`config.mk`:
```
export PLATFORM = sky130hd
export DESIGN_NAME = complete_multiplier
export DESIGN_NICKNAME = d
export VERILOG_FILES = /design/src/rtl/complete_multiplier_pkg.sv /design/src/rtl/shift_add_mult.sv /design/src/rtl/complete_multiplier.sv
export SDC_FILE = /design/constraint.sdc
export NUM_CORES = 1
export LEC_CHECK = 0
export ABC_CLOCK_PERIOD_IN_PS = 7350
export CAP_MARGIN = 20
export CORE_MARGIN = 4
export CORE_UTILIZATION = 60
export CTS_CLUSTER_SIZE = 20
export DETAILED_ROUTE_END_ITERATION = 12
export GPL_TIMING_DRIVEN = 0
export PLACE_DENSITY = 0.83
export SETUP_SLACK_MARGIN = 0.5
export SYNTH_ARGS = -nofsm -noshare
export SYNTH_HDL_FRONTEND = slang
export SYNTH_HIERARCHICAL = 1
export SYNTH_SLANG_ARGS = --single-unit
```
`constraint.sdc`:
```
create_clock -name clk -period 7.35 [get_ports clk]
set_input_delay 1.47 -clock clk [delete_from_list [all_inputs] [get_ports clk]]
set_output_delay 1.47 -clock clk [all_outputs]
set_load 0.02 [all_outputs]
```
`src/rtl/complete_multiplier_pkg.sv`:
```
// complete_multiplier_pkg: widths and mantissa helper shared by the multiplier files
package complete_multiplier_pkg;
    localparam int EXP_W  = 8;
    localparam int MANT_W = 24;
    localparam int OP_W   = 32;
    localparam int ACC_W  = 64;
    localparam int RES_W  = 56;
    localparam int CT_W   = 5;

    function automatic logic [OP_W-1:0] mant_mag(input logic [OP_W-1:0] op);
        logic [OP_W-1:0] s;
        s = {{(OP_W-MANT_W){op[MANT_W-1]}}, op[MANT_W-1:0]};
        return s[OP_W-1] ? -s : s;
    endfunction
endpackage

```
`src/rtl/shift_add_mult.sv`:
```
// shift_add_mult: signed 24x24 mantissa multiply, one shift-and-add partial product per clock
module shift_add_mult
    import complete_multiplier_pkg::*;
(
    input  logic             clk,
    input  logic             reset,
    input  logic [OP_W-1:0]  op_a,
    input  logic [OP_W-1:0]  op_b,
    output logic [ACC_W-1:0] product,
    output logic             done
);
    logic [OP_W-1:0]  mag_a, mag_b, b_sh;
    logic [ACC_W-1:0] a_sh, addend, acc;
    logic [CT_W-1:0]  ct;
    logic             sign;

    assign mag_a   = mant_mag(op_a);
    assign mag_b   = mant_mag(op_b);
    assign sign    = op_a[MANT_W-1] ^ op_b[MANT_W-1];
    assign a_sh    = {{(ACC_W-OP_W){1'b0}}, mag_a} << ct;
    assign b_sh    = mag_b >> ct;
    assign addend  = a_sh & {ACC_W{b_sh[0]}};
    assign done    = b_sh == '0;
    assign product = sign ? -acc : acc;

    // accumulate one partial product per edge until the remaining multiplier bits are all zero
    always_ff @(posedge clk or posedge reset) begin
        if (reset) begin
            ct  <= '0;
            acc <= '0;
        end else if (!done) begin
            acc <= acc + addend;
            ct  <= ct + 1'b1;
        end
    end
endmodule

```
`src/rtl/complete_multiplier.sv`:
```
// complete_multiplier: exponent add plus sequential mantissa multiply; COMPLETE_MULTIPLIER_TRISTATE_EN floats result while busy
module complete_multiplier
    import complete_multiplier_pkg::*;
(
    input  logic             clk,
    input  logic             reset,
    input  logic [OP_W-1:0]  opA,
    input  logic [OP_W-1:0]  opB,
    output logic             exp_ok,
    output logic [RES_W-1:0] result
);
    logic [EXP_W:0]   exp_sum;
    logic [EXP_W-1:0] exp_a, exp_b;
    logic [ACC_W-1:0] product;
    logic             done, ovf, unused_hi;

    assign exp_a     = opA[OP_W-1:MANT_W];
    assign exp_b     = opB[OP_W-1:MANT_W];
    assign exp_sum   = {1'b0, exp_a} + {1'b0, exp_b};
    assign ovf       = (exp_a[EXP_W-1] == exp_b[EXP_W-1]) && (exp_sum[EXP_W-1] != exp_a[EXP_W-1]);
    assign exp_ok    = ~(exp_sum[EXP_W] | ovf);
    assign unused_hi = ^product[ACC_W-1:RES_W-EXP_W];

    shift_add_mult u_mult (
        .clk    (clk),
        .reset  (reset),
        .op_a   (opA),
        .op_b   (opB),
        .product(product),
        .done   (done)
    );

`ifdef COMPLETE_MULTIPLIER_TRISTATE_EN
    assign result = done ? {exp_sum[EXP_W-1:0], product[RES_W-EXP_W-1:0]} : {RES_W{1'bz}};
`else
    assign result = done ? {exp_sum[EXP_W-1:0], product[RES_W-EXP_W-1:0]} : '0;
`endif
endmodule

```
After elaboration in Yosys (flattened, before gate mapping)
Index checks and enable logic that the tools add are counted.
{"block": "totals", "ff_bits": 69, "in_bits": 66, "output_inout_bits": 57, "elab_cells": 22}
{"block": "op_classes", "addsub": 6, "n_eq_ne": 2, "shift": 2, "mux": 4, "bitwise_logic": 4, "reduce_logical": 2}
{"operator": "adder 64 bit", "n": 1}
{"operator": "bitwise AND 64 bit", "n": 1}
{"operator": "2-to-1 mux 32 bit", "n": 2}
{"operator": "negator 32 bit", "n": 2}
{"operator": "left shift 32 x 5 -> 64 bit", "n": 1}
{"operator": "2-to-1 mux 56 bit", "n": 1}
{"operator": "2-to-1 mux 48 bit", "n": 1}
{"operator": "negator 48 bit", "n": 1}
{"operator": "logical NOT 32 bit", "n": 1}
{"operator": ">> shifter 32 x 5 -> 32 bit", "n": 1}
{"operator": "adder 8 x 8 -> 9 bit", "n": 1}
{"operator": "adder 5 x 1 -> 5 bit (second input constant)", "n": 1}
{"operator": "equality test 1 bit", "n": 1}
{"operator": "logical AND 1 bit", "n": 1}
{"operator": "!= test 1 bit", "n": 1}
{"operator": "inverter 1 bit", "n": 1}
{"operator": "OR 1 bit", "n": 1}
{"operator": "XOR 1 bit", "n": 1}

Longest topological paths before layout
Gate-level depths: netlist (run 1).
{"block": "depth", "depth_word": 5, "ltp_mapped": 27, "mapped_depth_nobuf": 25}

Hierarchy
The synthesis (run 1) kept the hierarchy.
{"mod": "shift_add_mult", "instances": 1, "cells_per_inst": 1652, "area_per_inst_um2": 11965.2, "seq_area_each_um2": 1726.7}
{"mod": "complete_multiplier", "instances": 1, "cells_per_inst": 105, "area_per_inst_um2": 729.4, "seq_area_each_um2": 0.0}

Worst setup path before layout (run 1)
Ideal clock, no wire load.
{"block": "synth_path", "path_kind": "input -> output", "from": "in opB[0]", "to": "out result[51]", "t_arrival_ns": 5.581, "required_ns": 5.880, "setup_slack_ns": 0.299, "path_stages": 20, "cell_sequence": "inv_1 ha_1 or4b_1 buf_2 nor4_4 a2111oi_1 or4_4 a221o_1 a221oi_2 a311oi_1 a211oi_2 nand4b_1 buf_4 buf_6 buf_6 inv_1 clkbuf_1 clkbuf_1 o21ai_0 nor2_1"}
{"block": "synth_via", "elab_chain_len": 5}
{"element": "start, declared", "line_no": "complete_multiplier.sv:8", "rtl": "input logic [OP_W-1:0] opB,"}
{"element": "negator 32 bit", "line_no": "complete_multiplier_pkg.sv:13", "rtl": "return s[OP_W-1] ? -s : s;"}
{"element": "2-to-1 mux 32 bit *", "line_no": "complete_multiplier_pkg.sv:13"}
{"element": ">> shifter 32 x 5 -> 32 bit *", "line_no": "shift_add_mult.sv:21", "rtl": "assign b_sh = mag_b >> ct;"}
{"element": "logical NOT 32 bit *", "line_no": "shift_add_mult.sv:23", "rtl": "assign done = b_sh == '0;"}
{"element": "via done", "line_no": "complete_multiplier.sv:15", "rtl": "logic done, ovf, unused_hi;"}
{"element": "2-to-1 mux 56 bit *", "line_no": "complete_multiplier.sv:36", "rtl": "assign result = done ? {exp_sum[EXP_W-1:0], product[RES_W-EXP_W-1:0]} : '0;"}
{"element": "end, declared", "line_no": "complete_multiplier.sv:10", "rtl": "output logic [RES_W-1:0] result"}
Mark *: on every way through the listed nets, which the timed path passes. The rest lies on a longest branch.

Final worst setup path (run 1)
{"block": "layout_path", "from": "in opB[1]", "to": "out result[54]"}
Same word-level chain as after synthesis.

==> flow_metrics.py, run 1 <==
metrics = {
    "placed_design": {
        "dp_slack_ps": -1516,
        "placed_cells": 1833,
        "gp_congestion": 0.9825,
        "port_buffers": 109,
        "place_hpwl_mm": 29.20,
        "place_area_sq_um": 12140,
    },
    "timing": {
        "setup_viol_count_final": 0,
        "max_freq_mhz": 139.5,
        "slew_headroom_pct": 27.75,
        "setup_ws_ps": 179.0,
        "tightestPinTransition_ps": 1084,
        "rsz0062_at_grt": "true",
        "post-route-period-util_pct": 97.56,
        "slew_violations": 0,
        "skew_ps": 6.042,
        "period_needed_ps": 7171,
        "hold_viol": 0,
    },
    "die": {
        "die_x_microns": 141.8,
        "die_area_sq_um": 20100,
        "initial_core_util_pct": 61.64,
        "core-area_sq_um": 17420,
        "die_h_microns": 141.8,
        "rows": 48,
        "io_pins": 123,
    },
    "detailed_routing": {
        "drc": 0,
        "routed_wl_mm": 40.77,
        "drt-pass1-iter-count": 5,
        "viasPerCell": 6.802,
        "dr_total_vias": 12900,
        "ant_nets": 0,
        "wl_per_cell_microns": 21.49,
        "drt_iter0_markers": 1411,
    },
    "global_routing": {
        "grt_max_degree": 39,
        "grt_pass1_wl_mm": 62.07,
        "grtUsageTotal_pct": 37.61,
        "grt_pass1_vias": 11960,
        "gr-total-overflow": 0,
        "antenna_found_initial": 0,
    },
    "synth": {
        "synth_area_sq_um": 10740,
        "syn_nets": 1626,
        "syn_inst": 1498,
        "syn_avg_cell_area_sq_um": 7.166,
        "yosysWarnings": 6,
    },
    "critical_path": {
        "setup.worst_path.start": "opB[1]",
        "arrival_ps": 5700,
        "cp.buffers_inverters": 10,
        "crit_fanout": 8,
        "cp_cell_sequence": "buf_8 > inv_4 > ha_4 > or4b_4 > buf_8 > nor4_4 > a2111oi_2 > or4_4 > a221o_1 > a221oi_2 > a311oi_2 > a211oi_2 > nand4b_1 > buf_6 > buf_12 > buf_6 > clkinvlp_4 > clkbuf_16 > buf_8 > o21ai_2 > nor2_2 > buf_6",
        "rr_startpoint": "u_mult/ct[0]$_DFFE_PP0N_",
        "critPathSlowestCell": "or4_4",
        "cp-start-kind": "input pin",
        "endpoint_kind": "primary output",
        "cp.required_ps": 5880,
        "critical_path_class": "input pin to primary output",
        "path_delay_family": "simple AND/OR/NAND/NOR gates",
        "cpPeakStageDelay_ps": 600,
    },
    "clocking": {
        "path_clk_slew_ps": 80,
        "clock_sinks": 53,
        "htree_levels": 2,
        "insertion_delay_ps": 320,
        "cts_max_path_buffers": 2,
        "root_buffer": "clkbuf_16",
        "cts_made_buffers": 5,
        "cts_tree": "done",
    },
    "layout": {
        "final_area_sq_um": 13720,
        "area_growth_pct": 27.84,
        "drive_above_1_share_pct": 22.31,
        "final.fill_count": 1286,
        "final_cells": 1897,
        "nNetsFinal": 1799,
        "final_core_util_pct": 78.80,
        "antenna_cells": 0,
    },
    "power_and_ir_drop": {
        "powerDensity_nw_per_um2": 624.7,
        "total_leakage_power_nw": 5.861,
        "vdd_drop_max_uv": 681.7,
    },
    "hold_path": {
        "min-delay-start": "u_mult/acc[45]$_DFFE_PP0N_",
        "holdCritPathClass": "register to register",
    },
    "flow_run": {
        "cap_violations": 0,
    },
    "run_status": {
        "outcome": "completed",
    },
}
tightest hold or removal path, delay by kind of cell, from the launching register on:
family             cells  cell delay [ps]
and+or+nand+nor        1              110
AOI/OAI and AO/OA      1               40
DFF                    1              430
power by group:
group          internal [mW]  switching, mW  leakage, nW
clock                  0.130          0.138       0.0680
sequential             0.464          0.221        0.592
combinational           3.45           4.17         5.20
final cells by class:
type                            instances  area, sq um  share of cell area (%)
Buffer                                119        681.9                   4.969
Clock buffer                            5        125.1                  0.9117
Clock inverter                          3        26.28                  0.1914
Inverter                               35        140.1                   1.021
Multi-Input combinational cell       1291         9500                   69.22
Sequential cell                        53         1326                   9.664
Tap cell                              225        281.5                   2.051
Timing Repair Buffer                  166         1643                   11.97
routing by layer:
metal	global-route usage (%)	vias to the layer above	part of all wire, %
met5	0	-	0
met4	15.35	0	4.6
met3	5.763	155	9.0
met2	64.18	769	47
met1	47.39	6081	39
li1	-	5898	-
stage by stage:
step	setup TNS [ps]	hold slack (ps)	total power [mW]
final	0	616.4	8.573
after global routing	0	637.4	9.071
after CTS	0	609.9	7.488
after detailed placement	-93260	590.0	6.769
after global placement	-94430	572.2	6.677
after floorplan	0	534.0	4.898
sequential cells by signal, indices dropped and copies added, names as in the netlist:
name,cells
u_mult/acc,48
u_mult/ct,5
worst paths after layout:
path	endpoint	slack (ps)	cells after the start
max in group asynchronous	u_mult/acc[2]$_DFFE_PP0N_	5280	3
min	u_mult/acc[45]$_DFFE_PP0N_	620	2
max reg2reg	u_mult/acc[44]$_DFFE_PP0N_	830	22
min in group asynchronous	u_mult/acc[45]$_DFFE_PP0N_	1490	2
max	result[54]	180	22
min reg2reg	u_mult/acc[45]$_DFFE_PP0N_	620	2
layout by cell type (no fill, tap or decap), drive strengths merged, types with 7 or more instances in the layout:
cell,n
o21ai,102
o211ai,12
nand3,37
o31ai,16
or2,8
o21bai,9
nor3b,9
a211oi,18
and3,10
clkdlybuf4s50,42
ha,60
a21o,44
xor2,72
or3,18
xnor2,64
a31oi,23
nor2b,7
dfrtp,53
mux2,24
mux2i,56
o22ai,21
nor3,37
o41ai,9
a211o,12
a21oi,145
buf,149
or4,12
inv,34
and2,62
nor2,147
clkbuf,92
nor4,23
nand2b,16
nand4,18
nand2,95
repair_timing:
action | in CTS | in global routing
hold buffers | 0 | 0
gates resized for setup | 415 | 229
setup buffers | 29 | 22
cloned | 2 | 3
setup endpoints to repair | 89 | 79
pin swaps | 25 | 17
(Power assumes the default switching activity.)
==> run 2: changes to the inputs <==
--- a/config.mk
+++ b/config.mk
@@ -5,10 +5,12 @@
 export SDC_FILE = /design/constraint.sdc
 export NUM_CORES = 1
 export LEC_CHECK = 0
-export ABC_CLOCK_PERIOD_IN_PS = 7350
+export ABC_AREA = 0
+export ABC_CLOCK_PERIOD_IN_PS = 8700
 export CAP_MARGIN = 20
 export CORE_MARGIN = 4
 export CORE_UTILIZATION = 60
+export CTS_BUF_LIST = sky130_fd_sc_hd__clkbuf_2 sky130_fd_sc_hd__clkbuf_4 sky130_fd_sc_hd__clkbuf_8
 export CTS_CLUSTER_SIZE = 20
 export DETAILED_ROUTE_END_ITERATION = 12
 export GPL_TIMING_DRIVEN = 0
==> constraint.sdc (replaced) <==
create_clock -name clk -period 8.7 [get_ports clk]
set_input_delay 1.74 -clock clk [delete_from_list [all_inputs] [get_ports clk]]
set_output_delay 1.74 -clock clk [all_outputs]
set_load 0.02 [all_outputs]
==> flow_metrics.py, run 2 (same netlist as run 1, synthesis figures left out) <==
metrics = {
    "clocking": {
        "cts_max_path_buffers": 2,
        "clock_sinks": 53,
        "root_buffer": "clkbuf_8",
        "insertion_delay_ps": 350,
        "htree_levels": 2,
        "hold_buffers": 0,
        "cts_made_buffers": 5,
        "path_clk_slew_ps": 110,
        "cts_tree": "done",
    },
    "critical_path": {
        "endpoint_kind": "primary output",
        "critPathSlowestCell": "or4_4",
        "crit_fanout": 10,
        "cp.required_ps": 6960,
        "cp-start-kind": "input pin",
        "arrival_ps": 6300,
        "path_common_cell": "buf_6",
        "cpPeakStageDelay_ps": 590,
        "critical_path_class": "input pin to primary output",
        "cp_cell_sequence": "dlymetal6s2s_1 > inv_1 > ha_4 > or4b_4 > buf_6 > nor4_4 > a2111oi_2 > or4_4 > a221o_1 > a221oi_2 > a311oi_2 > a211oi_2 > nand4b_1 > buf_6 > buf_6 > buf_6 > clkinvlp_4 > clkbuf_16 > clkbuf_4 > and2_1 > buf_4",
    },
    "hold_path": {
        "holdCritPathClass": "register to register",
    },
    "timing": {
        "slew_headroom_pct": 42.91,
        "rsz0062_at_grt": "false",
        "max_freq_mhz": 124.3,
        "slew_violations": 0,
        "period_needed_ps": 8043,
        "skew_ps": 18.06,
        "tightestPinTransition_ps": 856.4,
        "setup_tns_ps": 0,
        "setup_viol_count_final": 0,
        "setup_ws_ps": 656.8,
        "hold_ws_ps": 617.8,
        "post-route-period-util_pct": 92.45,
        "hold_viol": 0,
    },
    "placed_design": {
        "dp_slack_ps": -1002,
        "placed_cells": 1833,
        "port_buffers": 109,
        "place_area_sq_um": 12130,
        "place_hpwl_mm": 29.09,
        "gp_congestion": 0.9876,
    },
    "detailed_routing": {
        "ant_nets": 0,
        "routed_wl_mm": 38.06,
        "drt-pass1-iter-count": 8,
        "viasPerCell": 6.736,
        "wl_per_cell_microns": 20.47,
        "drc": 0,
        "drt_iter0_markers": 1367,
        "dr_total_vias": 12520,
    },
    "power_and_ir_drop": {
        "powerDensity_nw_per_um2": 478.6,
        "vdd_drop_max_uv": 542.0,
        "power_mw": 5.970,
        "total_leakage_power_nw": 5.323,
    },
    "die": {
        "rows": 48,
        "die_area_sq_um": 20100,
        "die_x_microns": 141.8,
        "die_h_microns": 141.8,
        "initial_core_util_pct": 61.64,
        "io_pins": 123,
        "core-area_sq_um": 17420,
    },
    "layout": {
        "final_cells": 1859,
        "final_area_sq_um": 12480,
        "layout_commonest_cell": "nor2_1",
        "largest_reg_flops": 48,
        "reg_top3": "u_mult/acc: 48 flops, u_mult/ct: 5 flops",
        "multi_input_area_sq_um": 8980,
        "top_register": "u_mult/acc",
        "final.fill_count": 1510,
        "register_area_sq_um": 1326,
        "mostFrequentLayoutCells": "nor2_1, a21oi_1, o21ai_0",
        "final_core_util_pct": 71.63,
        "drive_above_1_share_pct": 9.731,
        "nNetsFinal": 1761,
        "antenna_cells": 0,
        "area_growth_pct": 16.21,
    },
    "global_routing": {
        "grt_max_degree": 40,
        "gr-total-overflow": 0,
        "antenna_found_initial": 0,
        "grtUsageTotal_pct": 36.10,
        "grt_pass1_vias": 11800,
        "grt_pass1_wl_mm": 59.96,
    },
    "run_status": {
        "outcome": "completed",
    },
    "flow_run": {
        "cap_violations": 0,
    },
}
run 2: worst max-delay path: cells and delay by family:
| kind | cells | cell delay (ps) |
|---|---|---|
| adders and majority gates | 1 | 170 |
| and+or+nand+nor | 5 | 1710 |
| AOI/OAI and AO/OA | 5 | 1160 |
| buffers and inverters | 10 | 1480 |
run 2: worst paths after layout:
| path | endpoint | cells past startpoint | startpoint | slack (ps) |
|---|---|---|---|---|
| min | u_mult/acc[11]$_DFFE_PP0N_ | 1 | u_mult/acc[11]$_DFFE_PP0N_ | 620 |
| max reg2reg | u_mult/acc[35]$_DFFE_PP0N_ | 25 | u_mult/ct[0]$_DFFE_PP0N_ | 930 |
| min reg2reg | u_mult/acc[11]$_DFFE_PP0N_ | 1 | u_mult/acc[11]$_DFFE_PP0N_ | 620 |
| min in group asynchronous | u_mult/acc[46]$_DFFE_PP0N_ | 2 | reset | 1680 |
| max | result[25] | 21 | opB[0] | 660 |
| max in group asynchronous | u_mult/acc[5]$_DFFE_PP0N_ | 3 | reset | 6430 |
run 2: cell type report:
class,instances,area share (%)
clock buffers,5,0.5516
clock inverters,3,0.2106
repair buffers,128,8.735
well taps,225,2.257
plain buffers,119,4.553
multi-input cells,1291,71.98
flip-flops and latches,53,10.63
inverters,35,1.083
run 2: routing by layer:
metal / up-vias / track usage (%) / wire length, microns
met5: - / 0 / 0
met4: 0 / 14.60 / 1590
met3: 143 / 5.393 / 3585
met2: 762 / 60.53 / 17640
met1: 5805 / 46.53 / 15240
li1: 5812 / - / -
run 2: where the power goes:
part           internal [mW]  switching [mW]  total, mW
registers              0.392           0.178      0.570
clock network         0.0591           0.108      0.167
logic                   2.09            3.14       5.23
run 2: what timing repair did:
item,4_1_cts,5_1_grt
setup buffers,14,4
endpoints found under the setup margin,66,66
resized for setup,189,37
pin swaps,5,14
==> run 3: changes to the inputs <==
--- a/config.mk
+++ b/config.mk
@@ -15,7 +15,9 @@
 export DETAILED_ROUTE_END_ITERATION = 12
 export GPL_TIMING_DRIVEN = 0
 export PLACE_DENSITY = 0.83
+export REMOVE_ABC_BUFFERS = 1
 export SETUP_SLACK_MARGIN = 0.5
+export SLEW_MARGIN = 20
 export SYNTH_ARGS = -nofsm -noshare
 export SYNTH_HDL_FRONTEND = slang
 export SYNTH_HIERARCHICAL = 1
==> flow_metrics.py, run 3 (same netlist as run 1, synthesis figures left out) <==
metrics = {
    "run_status": {
        "outcome": "completed",
    },
    "critical_path": {
        "critPathSlowestCell": "clkdlybuf4s50_1",
        "rrSetupSlack_ps": 2610,
        "cp_cell_sequence": "clkdlybuf4s50_1 > or3_1 > nor4_4 > a2111oi_2 > or4_4 > a221oi_4 > buf_4 > nor3_1 > nor4_1 > o2bb2ai_1 > nand4b_1 > buf_8 > buf_6 > buf_8 > clkinv_16 > and2_1 > dlygate4sd2_1",
        "cp.required_ps": 6960,
        "rr_worst_depth": 19,
        "path_delay_family": "simple AND/OR/NAND/NOR gates",
        "cpPeakStageDelay_ps": 670,
        "path_common_cell": "buf_8",
        "r2r_end": "u_mult/acc[46]$_DFFE_PP0N_",
        "rr_startpoint": "u_mult/ct[1]$_DFFE_PP0N_",
        "cp.buffers_inverters": 7,
        "critical_path_class": "input pin to primary output",
        "crit_fanout": 29,
        "arrival_ps": 6310,
        "cp-start-kind": "input pin",
        "endpoint_kind": "primary output",
    },
    "detailed_routing": {
        "wl_per_cell_microns": 18.57,
        "drt_iter0_markers": 1014,
        "drc": 0,
        "drt-pass1-iter-count": 5,
        "dr_total_vias": 11670,
        "viasPerCell": 6.615,
        "routed_wl_mm": 32.76,
        "ant_nets": 0,
    },
    "layout": {
        "top_register": "u_mult/acc",
        "nNetsFinal": 1666,
        "mostFrequentLayoutCells": "nor2_1, a21oi_1, o21ai_0",
        "layout_commonest_cell": "nor2_1",
        "final_core_util_pct": 69.56,
        "largest_reg_flops": 48,
        "reg_top3": "u_mult/acc: 48 flops, u_mult/ct: 5 flops",
        "drive_above_1_share_pct": 11.11,
        "final_cells": 1764,
        "area_growth_pct": 12.86,
        "final.fill_count": 1540,
        "final_area_sq_um": 12120,
        "antenna_cells": 0,
    },
    "global_routing": {
        "grt_pass1_vias": 10670,
        "grtUsageTotal_pct": 30.81,
        "grt_max_degree": 70,
        "gr-total-overflow": 0,
        "antenna_found_initial": 0,
        "grt_pass1_wl_mm": 52.56,
    },
    "hold_path": {
        "min_to": "u_mult/acc[47]$_DFFE_PP0N_",
        "holdPathStages": 2,
        "holdCritPathClass": "register to register",
        "min-delay-start": "u_mult/acc[47]$_DFFE_PP0N_",
    },
    "timing": {
        "max_freq_mhz": 124.3,
        "post-route-period-util_pct": 92.47,
        "setup_viol_count_final": 0,
        "tightestPinTransition_ps": 1067,
        "hold_ws_ps": 606.3,
        "slew_violations": 0,
        "rsz0062_at_grt": "false",
        "period_needed_ps": 8045,
        "skew_ps": 23.12,
        "hold_viol": 0,
        "slew_headroom_pct": 28.82,
    },
    "placed_design": {
        "place_area_sq_um": 11940,
        "place_hpwl_mm": 24.36,
        "placed_cells": 1739,
        "port_buffers": 122,
        "gp_congestion": 0.9522,
    },
    "die": {
        "initial_core_util_pct": 61.64,
        "die_area_sq_um": 20100,
        "core-area_sq_um": 17420,
        "rows": 48,
        "die_h_microns": 141.8,
        "io_pins": 123,
        "die_x_microns": 141.8,
    },
    "clocking": {
        "hold_buffers": 0,
        "insertion_delay_ps": 350,
        "clock_sinks": 53,
        "path_clk_slew_ps": 90,
        "cts_max_path_buffers": 2,
        "cts_tree": "done",
        "cts_made_buffers": 5,
        "htree_levels": 2,
        "root_buffer": "clkbuf_8",
    },
    "flow_run": {
        "cap_violations": 0,
    },
    "power_and_ir_drop": {
        "powerDensity_nw_per_um2": 459.4,
        "total_leakage_power_nw": 5.171,
        "vdd_drop_max_uv": 494.6,
    },
}
## run 3: changes by cell type in the layout (fill, tap and decap cells not counted), sizes merged
cell           before  now
buf                78   33
clkbuf             95   57
clkdlybuf4s15       4    1
clkdlybuf4s50      47   58
clkinv              1    3
clkinvlp            3    0
dlygate4sd2        23    2
dlymetal6s2s        5    6
inv                34   35
## run 3: power by group
group	internal (mW)	switching, mW
Sequential	0.394	0.244
Combinational	1.95	2.82
Clock	0.0609	0.0964
## run 3: worst max path at each step
stage | from | end | slack (ps) | depth (start not counted)
after floorplan | opB[0] | result[51] | -1830 | 14
after global placement | opB[23] | result[54] | -5680 | 13
after detailed placement | opB[5] | result[54] | -1330 | 17
after CTS | opB[0] | result[54] | 460 | 19
after global routing | opB[1] | result[24] | 490 | 18
final | opB[13] | result[24] | 650 | 17
## run 3: final cells by class
class | count | area [sq um] | share of cell area, %
Timing Repair inverter | 1 | 11.26 | 0.09295
Multi-Input combinational cell | 1291 | 8955 | 73.91
Clock buffer | 6 | 76.32 | 0.6300
Clock inverter | 2 | 13.76 | 0.1136
Timing Repair Buffer | 151 | 1284 | 10.60
Inverter | 35 | 160.2 | 1.322
Tap cell | 225 | 281.5 | 2.324
Sequential cell | 53 | 1334 | 11.01
## run 3: per-layer routing
layer / GRT usage [%] / part of all wire [%] / up-vias
met3: 3.741 / 6.9 / 73
li1: - / - / 5624
met1: 41.57 / 44 / 5425
met5: 0 / 0 / -
met2: 52.15 / 47 / 546
met4: 8.232 / 2.5 / 0
## run 3: repair_timing
item,CTS,global route
gates cloned,0,1
pin swaps,3,11
setup buffers,5,11
endpoints found under the setup margin,75,66
gates resized for setup,89,121
## run 3: per-stage QoR
stage | setup slack (ps) | total power, mW | TNS (ps)
2_1_floorplan | -1835 | 3.975 | -93060
4_1_cts | 464.0 | 5.474 | 0
3_3_place_gp | -5677 | 4.890 | -392880
3_5_place_dp | -1330 | 5.422 | -69270
5_1_grt | 489.3 | 6.030 | 0
6_report | 655.0 | 5.566 | 0
## run 3: worst register-to-register path: cells and delay by family (launching register included)
kind	cells	cell delay (ps)
compound gates	9	2600
simple gates	5	1000
buf+inv	1	870
flops	1	630
fa+ha+maj	2	490
mux	1	250
xor+xnor	1	130
